### config.mk
export PLATFORM = sky130hd
export DESIGN_NAME = sub8_serial
export DESIGN_NICKNAME = d
export VERILOG_FILES = /design/src/rtl/sub8_serial.sv
export SDC_FILE = /design/constraint.sdc
export NUM_CORES = 1
export LEC_CHECK = 0
export ABC_AREA = 1
export BUFFER_PORTS_ARGS = -buffer_cell sky130_fd_sc_hd__buf_4
export CAP_MARGIN = 20
export CORE_ASPECT_RATIO = 0.9
export CORE_MARGIN = 8
export CORE_UTILIZATION = 45
export DETAILED_ROUTE_END_ITERATION = 16
export PLACE_DENSITY = 0.73
export SYNTH_ARGS = -nofsm -noshare
export SYNTH_HDL_FRONTEND = slang
export SYNTH_SLANG_ARGS = --single-unit
### constraint.sdc
create_clock -name clk -period 1.45 [get_ports clk]
set_input_delay 0.29 -clock clk [delete_from_list [all_inputs] [get_ports clk]]
set_output_delay 0.29 -clock clk [all_outputs]
set_load 0.02 [all_outputs]
### src/rtl/sub8_serial.sv
// Bit-serial 8-bit subtractor: a - b - borrow_in, LSB first, behind a start/done handshake.
// Optional SUB8_SAT_EN: saturate c to 0x7F/0x80 on signed overflow.
module sub8_serial (
    input  logic       clk,
    input  logic       rst_n,
    input  logic       start,
    input  logic [7:0] a,
    input  logic [7:0] b,
    input  logic       borrow_in,
    output logic       busy,
    output logic       done,
    output logic [7:0] c,
    output logic       sign,
    output logic       overflow,
    output logic       borrow_out
);

    typedef enum logic [1:0] {IDLE, SHIFT, DONE} state_t;

    state_t     state;
    logic [7:0] a_sh;
    logic [7:0] b_sh;
    logic [7:0] diff;
    logic       br;
    logic [2:0] cnt;

    logic       d_bit;
    logic       br_next;
    logic [7:0] raw;
    logic       ovf_raw;
    logic [7:0] c_next;

    // Operands shift right, so on the final bit a_sh[0]/b_sh[0] hold the sign bits.
    always_comb begin
        d_bit   = a_sh[0] ^ b_sh[0] ^ br;
        br_next = (~a_sh[0] & b_sh[0]) | (~(a_sh[0] ^ b_sh[0]) & br);
        raw     = {d_bit, diff[7:1]};
        ovf_raw = (a_sh[0] != b_sh[0]) & (raw[7] != a_sh[0]);
`ifdef SUB8_SAT_EN
        c_next  = ovf_raw ? (a_sh[0] ? 8'h80 : 8'h7F) : raw;
`else
        c_next  = raw;
`endif
    end

    always_ff @(posedge clk or negedge rst_n) begin
        if (!rst_n) begin
            state      <= IDLE;
            a_sh       <= 8'h00;
            b_sh       <= 8'h00;
            diff       <= 8'h00;
            br         <= 1'b0;
            cnt        <= 3'd0;
            busy       <= 1'b0;
            done       <= 1'b0;
            c          <= 8'h00;
            sign       <= 1'b0;
            overflow   <= 1'b0;
            borrow_out <= 1'b0;
        end else begin
            case (state)
                IDLE: begin
                    done <= 1'b0;
                    if (start) begin
                        a_sh  <= a;
                        b_sh  <= b;
                        br    <= borrow_in;
                        diff  <= 8'h00;
                        cnt   <= 3'd0;
                        busy  <= 1'b1;
                        state <= SHIFT;
                    end
                end
                SHIFT: begin
                    diff <= raw;
                    br   <= br_next;
                    cnt  <= cnt + 3'd1;
                    if (cnt == 3'd7) begin
                        c          <= c_next;
                        sign       <= c_next[7];
                        overflow   <= ovf_raw;
                        borrow_out <= br_next;
                        busy       <= 1'b0;
                        done       <= 1'b1;
                        state      <= DONE;
                    end else begin
                        a_sh <= {1'b0, a_sh[7:1]};
                        b_sh <= {1'b0, b_sh[7:1]};
                    end
                end
                DONE: begin
                    done  <= 1'b0;
                    state <= IDLE;
                end
                default: begin
                    busy  <= 1'b0;
                    done  <= 1'b0;
                    state <= IDLE;
                end
            endcase
        end
    end

endmodule

## Word level (Yosys, flattened, before mapping)

Index checks and enable logic that the tools add are counted.

| operators by class | value |
|---|---|
| add/subtract/negate cells | 1 |
| equal/unequal tests | 8 |
| muxes and demuxes | 20 |
| bitwise gates (word level) | 9 |
| reductions and logical operators | 7 |

Operators with widths:

| operator | count |
|---|---|
| $pmux 8 s2 | 3 |
| $mux 8 | 5 |
| $ne 2x2->1 const B | 3 |
| $pmux 3 s2 | 1 |
| $reduce_and 2->1 | 3 |
| $reduce_and 3->1 | 2 |
| $mux 1 | 5 |
| $mux 2 | 2 |
| $pmux 2 s2 | 1 |
| $add 3x1->3 const B | 1 |
| $and 1x1->1 | 3 |
| $eq 3x3->1 const B | 1 |
| $mux 3 | 1 |
| $not 1->1 | 3 |
| $pmux 1 s3 | 1 |
| $eq 2x1->1 const B | 1 |
| $eq 2x2->1 const B | 1 |
| $logic_not 2->1 | 1 |
| $ne 1x1->1 | 2 |
| $pmux 1 s2 | 1 |
| $reduce_bool 2->1 | 1 |
| $xor 1x1->1 | 2 |
| $or 1x1->1 | 1 |

| storage, ports and cells | value |
|---|---|
| register bits after elaboration | 43 |
| input port bits | 20 |
| output and inout port bits | 13 |
| word-level logic and storage cells | 57 |

## Logic depth before layout (Yosys ltp)

Gate-level depths: netlist of the first run.

| depth | value |
|---|---|
| depth in word-level cells | 5 |
| mapped depth | 8 |
| depth with buffers taken out | 7 |

## Worst setup path after synthesis of the first run

Ideal clock, no wire load.

| path | value |
|---|---|
| path type | register -> register |
| start | register cnt[0] |
| end | register a_sh[0] |
| library setup time | 0.116 ns |
| arrival time | 1.293 ns |
| required time | 1.334 ns |
| setup slack | 0.040 ns |
| cell stages (with the launch flop) | 8 |
| path buffers | 1 |
| period minus slack after synthesis | 1.410 ns |
| cells stage by stage | dfrtp_1 -> ha_1 -> ha_1 -> a21oi_1 -> nand2_2 -> buf_4 -> nand2_1 -> nand2_1 |

| between the ends | value |
|---|---|
| longest elaborated chain between the ends | 3 |

Ends and longest elaborated chain:

| what | line | text |
|---|---|---|
| start: declaration | 25 | `logic [2:0] cnt;` |
| start signal: assignment | 77 | `cnt <= cnt + 3'd1;` |
| $eq 3x3->1 | 78 | `if (cnt == 3'd7) begin` |
| $ne 2x2->1 (no source line) | - |  |
| $reduce_and 3->1 (no source line) | - |  |
| end signal: assignment | 87 | `a_sh <= {1'b0, a_sh[7:1]};` |
| end: declaration | 21 | `logic [7:0] a_sh;` |

Every way passes these cells.
A chain may end at the register's enable or synchronous reset.

## Final worst setup path of the first run

| path | value |
|---|---|
| start | register cnt[0] |
| end | register a_sh[4] |

The elaborated chain is that of the path after synthesis.

==> reports/results.tsv, run 1 <==
metric	value	unit
cts bufs inserted	5	
# setup viols final	0	
worst reg2reg path depth	6	
TritonCTS clock tree	yes	
maximum vdd drop	1.09	mV
hold slack	0.196	ns
standby leakage power	1.30	nW
most frequent cells in the layout	111 x nand2_1, 40 x dfrtp_1, 38 x buf_4	
synth unique cells	21	
total power draw	5.31	mW
min-delay worst type	in -> reg	
multi-input logic area	769	sq um
Ys Warns	0	
clock buffer depth	2	
CP Launch Type	register	
placed inst area	2210	sq um
Top Ports	33	
number of routed nets with antenna violations	0	
dpl cells	310	
total global-route track usage	0.124	
Synth Register Bits	41	
Row Count	22	
wire per inst	12.2	um
slowest stage cell, crit path	dfrtp_1	
post-route design area	2380	sq um
Cell Chain, Critical Path	ha_2 -> ha_2 -> a21oi_4 -> nand2_4 -> nand2_1 -> nand2_1	
slowest cell delay on critical path	0.39	ns
critical-path maximum fanout	8	
H-tree depth	2	
first-pass GRT wire length	6.84	mm
Final Non-Filler Cells	320	
average via count per standard cell	4.75	
routability cong.	0.753	
Antenna diodes	0	
Avg Inst Size Synth	8.15	sq um
Fmax	741	MHz
initial antenna violation count	0	
Worst Path Class, Setup	reg -> reg	
Clock Pin Slew Worst Setup and Hold Paths	0.07	ns
Initial Util	0.467	
result of the run	finished, final reports clean	
Final Hold Viols	0	
DP Worst Slack	-0.0392	ns
Worst Hold Path EP	b_sh[7]	
Cell Pwr Density	2230	nW/um^2
final core area utilization	0.588	
wirelength, routed	3.90	mm
vias	1520	
worst reg2reg setup slack	0.1	ns
drt pass-1 iters	4	
Die ar.	6530	sq um
Die X	84.3	um
hold depth	3	
clk_lat worst skew	0.30	ns
setup TNS	0	ns
Die Height	77.5	um
skew final	0.0106	ns
hold_sp	b[7]	
Final HPWL DP	2.57	mm
area grow syn2layout	25.9	%
Post-Syn Instances	232	
Rel. slew slack	0.663	
RR Endpoint	a_sh[4]	
Worst Tran Pin Value	0.505	ns
Root Driver	clkbuf_8	
RSZ-0062 raised after global routing	false	
WP data required	1.64	ns
Cell Area, Synth	1890	sq um
vias in the first global route	1531	
largest net degree at the start of global routing	42	
most common cell after layout, fill and taps aside	nand2_1	
clock sinks	41	
first-iteration detailed-routing DRC count	174	
global route total overflow	0	
register area	1030	sq um
drt drc	0	
setup ws final	0.0998	ns
Filler cells	347	
Final Cycle Share	0.931	
port bufs	32	
syn_nets	257	
Period minus WS final	1.35	ns
Max Cap Viol	0	
post-synthesis sequential area ratio	0.543	
reg2reg start	cnt[0]	
CP Capture Type	register	
nets	296	
Slew Limit Fails	0	
layout cells sized above 1	0.232	
CP arrival	1.54	ns
core area	4050	sq um
[kinds of logic after synthesis]
family                   count (synthesis)  share of synthesized area
flip-flops                              41                      0.543
AO/OA/AOI/OAI                           20                     0.0549
AND/OR/NAND/NOR                        138                      0.295
adder cells (fa/ha/maj)                  5                     0.0371
buffers and inverters                   28                     0.0701
[synthesized netlist by cell type, drive strengths merged]
cell	number	area, sq um
a21oi	1	5.00
buf	8	56.3
clkbuf	2	8.75
dfrtp	41	1030
fa	1	20.0
ha	4	50.1
inv	18	67.6
nand2	114	440
nand3	16	80.1
nor2	7	31.3
o21ai	19	98.8
or2	1	6.26
[repair_timing]
item	CTS	global route
endpoints found under the setup margin	16	15
hold buffers	1	0
resized for setup	2	6
endpoints found under the hold margin	41	0
gates cloned	0	1
setup buffers	0	0
pin swaps	0	2
[critical path, delay by kind of cell (launching register included)]
kind / cells / cell delay, ns
AOI/OAI and AO/OA: 1 / 0.20
adders and majority gates: 2 / 0.38
DFF: 1 / 0.39
and+or+nand+nor: 3 / 0.26
[area by class of cell]
class	count	share of cell area
sequential	41	0.432
inverter	18	0.0284
clock buffer	6	0.0347
clock inverter	2	0.0158
timing repair buffer	41	0.141
tap	48	0.0252
multi-input combinational	164	0.323
[power breakdown]
group / total [mW] / internal, mW / leakage, nW / switching, mW
registers: 1.95 / 1.65 / 0.518 / 0.306
clock network: 0.961 / 0.560 / 0.0574 / 0.401
logic: 2.40 / 1.01 / 0.722 / 1.39
[sequential cells by signal, summed over array words and instances, names as in the netlist]
name,cells
state,2
b_sh,8
cnt,3
c,8
diff,7
br,1
a_sh,8
busy,1
done,1
borrow_out,1
overflow,1
[worst max path at each step]
stage | startpoint | endpoint | slack [ns] | cells past startpoint
5_1_grt | cnt[0] | overflow | 0.003 | 6
2_1_floorplan | cnt[0] | a_sh[0] | 0.04 | 7
6_report | cnt[0] | a_sh[4] | 0.1 | 6
4_1_cts | cnt[0] | a_sh[4] | 0.03 | 6
3_3_place_gp | cnt[0] | b_sh[7] | 0.03 | 6
3_5_place_dp | cnt[0] | a_sh[4] | -0.04 | 6
[metal layers]
layer	track usage	vias up	wire length [um]
li1	-	790	-
met5	0	-	0
met4	0.0621	0	83
met1	0.159	696	1880
met3	0.0313	7	174
met2	0.188	27	1750
(Power assumes the default switching activity.)
==> run 2: changes to the inputs <==
--- a/config.mk
+++ b/config.mk
@@ -8,7 +8,6 @@
 export ABC_AREA = 1
 export BUFFER_PORTS_ARGS = -buffer_cell sky130_fd_sc_hd__buf_4
 export CAP_MARGIN = 20
-export CORE_ASPECT_RATIO = 0.9
 export CORE_MARGIN = 8
 export CORE_UTILIZATION = 45
 export DETAILED_ROUTE_END_ITERATION = 16
==> run 2 against run 1 <==
Critical path depth rose by 2. Final cell count rose by 1.3%. Worst hold slack got worse by 0.0010 ns. Via count rose by 2.1%. Fmax fell by 3.1%. Routed wire length rose by 5.2%. Critical endpoint is now b_sh[4]. Non-clock buffer count rose by 3. Largest cell class unchanged. Flip-flop and latch count did not move.
==> reports/results.tsv, run 2 (synthesis results as in run 1) <==
metric	value	unit
Max Cap Viol	0	
result of the run	finished, final reports clean	
skew final	0.00458	ns
Antenna diodes	0	
layout cells sized above 1	0.241	
Top Ports	33	
standby leakage power	1.30	nW
core area	4030	sq um
Die ar.	6530	sq um
drt pass-1 iters	4	
Final Hold Viols	0	
Die Height	80.8	um
Cell Chain, Critical Path	ha_2 -> ha_2 -> nand2_2 -> inv_2 -> nor2_4 -> clkbuf_16 -> nand2_1 -> nand2_1	
critical-path maximum fanout	7	
Cell Pwr Density	2190	nW/um^2
slowest stage cell, crit path	dfrtp_1	
Initial Util	0.469	
worst path buffer plus inverter count	2	
Worst Path Class, Setup	reg -> reg	
clock buffer depth	2	
WP data required	1.68	ns
port bufs	32	
total global-route track usage	0.132	
maximum vdd drop	0.926	mV
initial antenna violation count	0	
hold slack	0.195	ns
CP arrival	1.63	ns
Worst Tran Pin Value	0.503	ns
first-pass GRT wire length	6.76	mm
most common cell after layout, fill and taps aside	nand2_1	
Largest regs	a_sh: 8 flops, b_sh: 8 flops, c: 8 flops	
routability cong.	0.761	
min-delay worst type	in -> reg	
wirelength, routed	4.10	mm
Fmax	717	MHz
H-tree depth	2	
Clock Pin Slew Worst Setup and Hold Paths	0.07	ns
final core area utilization	0.591	
CP Launch Type	register	
RSZ-0062 raised after global routing	false	
TritonCTS clock tree	yes	
Row Count	23	
setup TNS	0	ns
total power draw	5.21	mW
Final HPWL DP	2.69	mm
# setup viols final	0	
clock sinks	41	
Root Driver	clkbuf_8	
clk_lat worst skew	0.29	ns
nets	299	
Rel. slew slack	0.665	
placed inst area	2210	sq um
Period minus WS final	1.39	ns
setup ws final	0.0560	ns
delay-heaviest family, CP	adder cells	
Die X	80.8	um
wire per inst	12.7	um
vias in the first global route	1498	
cts bufs inserted	5	
Slew Limit Fails	0	
Final Non-Filler Cells	324	
average via count per standard cell	4.79	
number of routed nets with antenna violations	0	
post-route design area	2380	sq um
DP Worst Slack	-0.0163	ns
Final Cycle Share	0.961	
largest net degree at the start of global routing	42	
vias	1552	
first-iteration detailed-routing DRC count	84	
dpl cells	313	
global route total overflow	0	
most frequent cells in the layout	109 x nand2_1, 41 x dfrtp_1, 41 x buf_4	
drt drc	0	
slowest cell delay on critical path	0.39	ns
CP Capture Type	register	
area grow syn2layout	26.0	%
run 2: worst reg2reg max path: stages, from the launching register on:
cell       delay [ns]
dfrtp_1          0.39
ha_2             0.20
ha_2             0.20
nand2_2          0.08
inv_2            0.04
nor2_4           0.15
clkbuf_16        0.18
nand2_1          0.05
nand2_1          0.05
run 2: final cells by class:
cell class,count,area (sq um)
Multi-Input combinational cell,164,777
Clock buffer,7,86.3
Timing Repair Buffer,44,363
Fill cell,373,1650
Sequential cell,41,1030
Tap cell,50,62.6
Inverter,18,67.6
run 2: per-layer routing:
metal | track usage | vias to the layer above | routed length, um
met4 | 0.0661 | 0 | 56
met2 | 0.203 | 32 | 2000
met3 | 0.0353 | 4 | 147
met5 | 0 | - | 0
li1 | - | 797 | -
met1 | 0.168 | 719 | 1900
run 2: path summary, 6_finish.rpt:
kind                          from       to  slack (ns)  depth (start not counted)
max in group asynchronous    rst_n  b_sh[7]        0.59                          2
hold / removal                b[7]  b_sh[7]        0.20                          3
setup reg to reg            cnt[0]  b_sh[4]        0.06                          8
min in group asynchronous    rst_n     c[6]        0.51                          2
hold reg to reg            b_sh[7]  b_sh[7]        0.48                          2
setup / recovery            cnt[0]  b_sh[4]        0.06                          8
run 2: what timing repair did:
| action | CTS | global route |
|---|---|---|
| hold buffers | 1 | 0 |
| gates resized for setup | 2 | 9 |
| setup buffers | 0 | 1 |
| endpoints found under the setup margin | 16 | 17 |
| pin swaps | 2 | 3 |
| hold endpoints to repair | 41 | 0 |
| gates cloned | 1 | 1 |
run 2: power by group:
group	internal (mW)	switching [mW]
clock network	0.377	0.368
logic	1.06	1.44
registers	1.65	0.316
==> run 3: changes to the inputs <==
--- a/config.mk
+++ b/config.mk
@@ -9,9 +9,9 @@
 export BUFFER_PORTS_ARGS = -buffer_cell sky130_fd_sc_hd__buf_4
 export CAP_MARGIN = 20
 export CORE_MARGIN = 8
-export CORE_UTILIZATION = 45
+export CORE_UTILIZATION = 36
 export DETAILED_ROUTE_END_ITERATION = 16
-export PLACE_DENSITY = 0.73
+export PLACE_DENSITY = 0.61
 export SYNTH_ARGS = -nofsm -noshare
 export SYNTH_HDL_FRONTEND = slang
 export SYNTH_SLANG_ARGS = --single-unit
==> run 3 against run 2 <==
Count of clock-buffer cells in the layout fell by 2. Final cell count rose by 5.9%. Sequential power barely moved. Clock power rose by 21%. Cell area rose by 1.3%. Fmax rose by 1.5%.
==> reports/results.tsv, run 3 (synthesis results as in run 1) <==
metric	value	unit
result of the run	finished, final reports clean	
number of routed nets with antenna violations	0	
Slew Limit Fails	0	
standby leakage power	1.30	nW
drt pass-1 iters	4	
maximum vdd drop	0.728	mV
routability cong.	0.724	
RR Endpoint	b_sh[5]	
Final Non-Filler Cells	343	
critical-path maximum fanout	8	
Final HPWL DP	2.64	mm
# setup viols final	0	
Worst Path Class, Setup	reg -> reg	
Die ar.	7830	sq um
Final Hold Viols	0	
most frequent cells in the layout	109 x nand2_1, 41 x dfrtp_1, 40 x buf_4	
worst reg2reg path depth	6	
clock sinks	41	
Worst Tran Pin Value	0.516	ns
global route total overflow	0	
largest net degree at the start of global routing	42	
placed inst area	2230	sq um
Worst Hold Path EP	a_sh[7]	
CP Capture Type	register	
CP Launch Type	register	
wirelength, routed	4.09	mm
WP data required	1.63	ns
min-delay worst type	in -> reg	
Fmax	728	MHz
Die X	88.5	um
Clock Pin Slew Worst Setup and Hold Paths	0.08	ns
clock buffer depth	2	
wire per inst	11.9	um
worst reg2reg setup slack	0.08	ns
clk_lat worst skew	0.30	ns
Top Ports	33	
Final Cycle Share	0.947	
hold depth	3	
total global-route track usage	0.118	
Cell Pwr Density	2200	nW/um^2
H-tree depth	2	
Rel. slew slack	0.656	
average via count per standard cell	4.45	
vias	1527	
core area	5070	sq um
nets	298	
TritonCTS clock tree	yes	
skew final	0.00973	ns
first-pass GRT wire length	7.14	mm
dpl cells	331	
Root Driver	clkbuf_8	
first-iteration detailed-routing DRC count	97	
area grow syn2layout	27.6	%
Max Cap Viol	0	
hold_sp	a[7]	
port bufs	32	
reg2reg start	cnt[0]	
Row Count	26	
CP arrival	1.56	ns
cts bufs inserted	5	
most common cell after layout, fill and taps aside	nand2_1	
Initial Util	0.373	
Period minus WS final	1.37	ns
layout cells sized above 1	0.242	
hold slack	0.201	ns
initial antenna violation count	0	
Antenna diodes	0	
post-route design area	2410	sq um
drt drc	0	
vias in the first global route	1540	
Die Height	88.5	um
Largest regs	a_sh: 8 flops, b_sh: 8 flops, c: 8 flops	
## run 3: changes by cell type in the layout (fill, tap and decap cells not counted), sizes merged
| cell | previous run | this run |
|---|---|---|
| clkbuf | 8 | 5 |
| bufinv | 0 | 1 |
| clkinv | 0 | 1 |
## run 3: layout make-up
cell class                      instances  area, sq um
Sequential cell                        41         1030
Clock inverter                          2         35.0
Fill cell                             508         2660
Timing Repair Buffer                   43          350
Multi-Input combinational cell        164          777
Clock buffer                            5         68.8
Inverter                               18         67.6
Tap cell                               70         87.6
## run 3: metrics by stage
step                setup WS [ns]  utilization  total power, mW   TNS [ns]
floorplan                  0.0402            -             3.51          0
global placement        -0.000127        0.440             4.27  -0.000127
detailed placement        -0.0236        0.440             4.29     -0.195
CTS                       0.00111        0.465             5.25          0
global route             -0.00462        0.475             5.77    -0.0126
finish                     0.0768        0.475             5.30          0
## run 3: metal layers
layer | wire length, um | track usage | vias up
met1 | 2050 | 0.152 | 707
li1 | - | - | 794
met4 | 92 | 0.0707 | 0
met2 | 1810 | 0.177 | 19
met5 | 0 | 0 | -
met3 | 135 | 0.0241 | 7
## run 3: worst max path at each step
stage,start,endpoint,slack [ns],cells past startpoint
floorplan,cnt[0],a_sh[0],0.04,7
global placement,cnt[0],b_sh[7],-0.0001,6
detailed placement,cnt[0],a_sh[7],-0.02,6
CTS,cnt[0],b_sh[5],0.001,6
global route,state[0],c[6],-0.005,5
finish,cnt[0],b_sh[5],0.08,6
## run 3: timing repair
action	4_1_cts	5_1_grt
setup endpoints to repair	16	18
pin swaps	2	3
hold buffers	1	0
gates cloned	1	0
resized for setup	2	9
buffers inserted	1	2
endpoints found under the hold margin	41	0
## run 3: report_power, final
part | total (mW) | internal (mW) | switching (mW)
logic | 2.45 | 1.04 | 1.40
registers | 1.95 | 1.65 | 0.307
clock network | 0.900 | 0.501 | 0.399
## run 3: critical path, cell delays in order (launching register included)
cell	delay, ns
dfrtp_1	0.39
ha_2	0.19
ha_2	0.20
a21oi_4	0.22
nand2_4	0.13
nand2_1	0.08
nand2_1	0.05
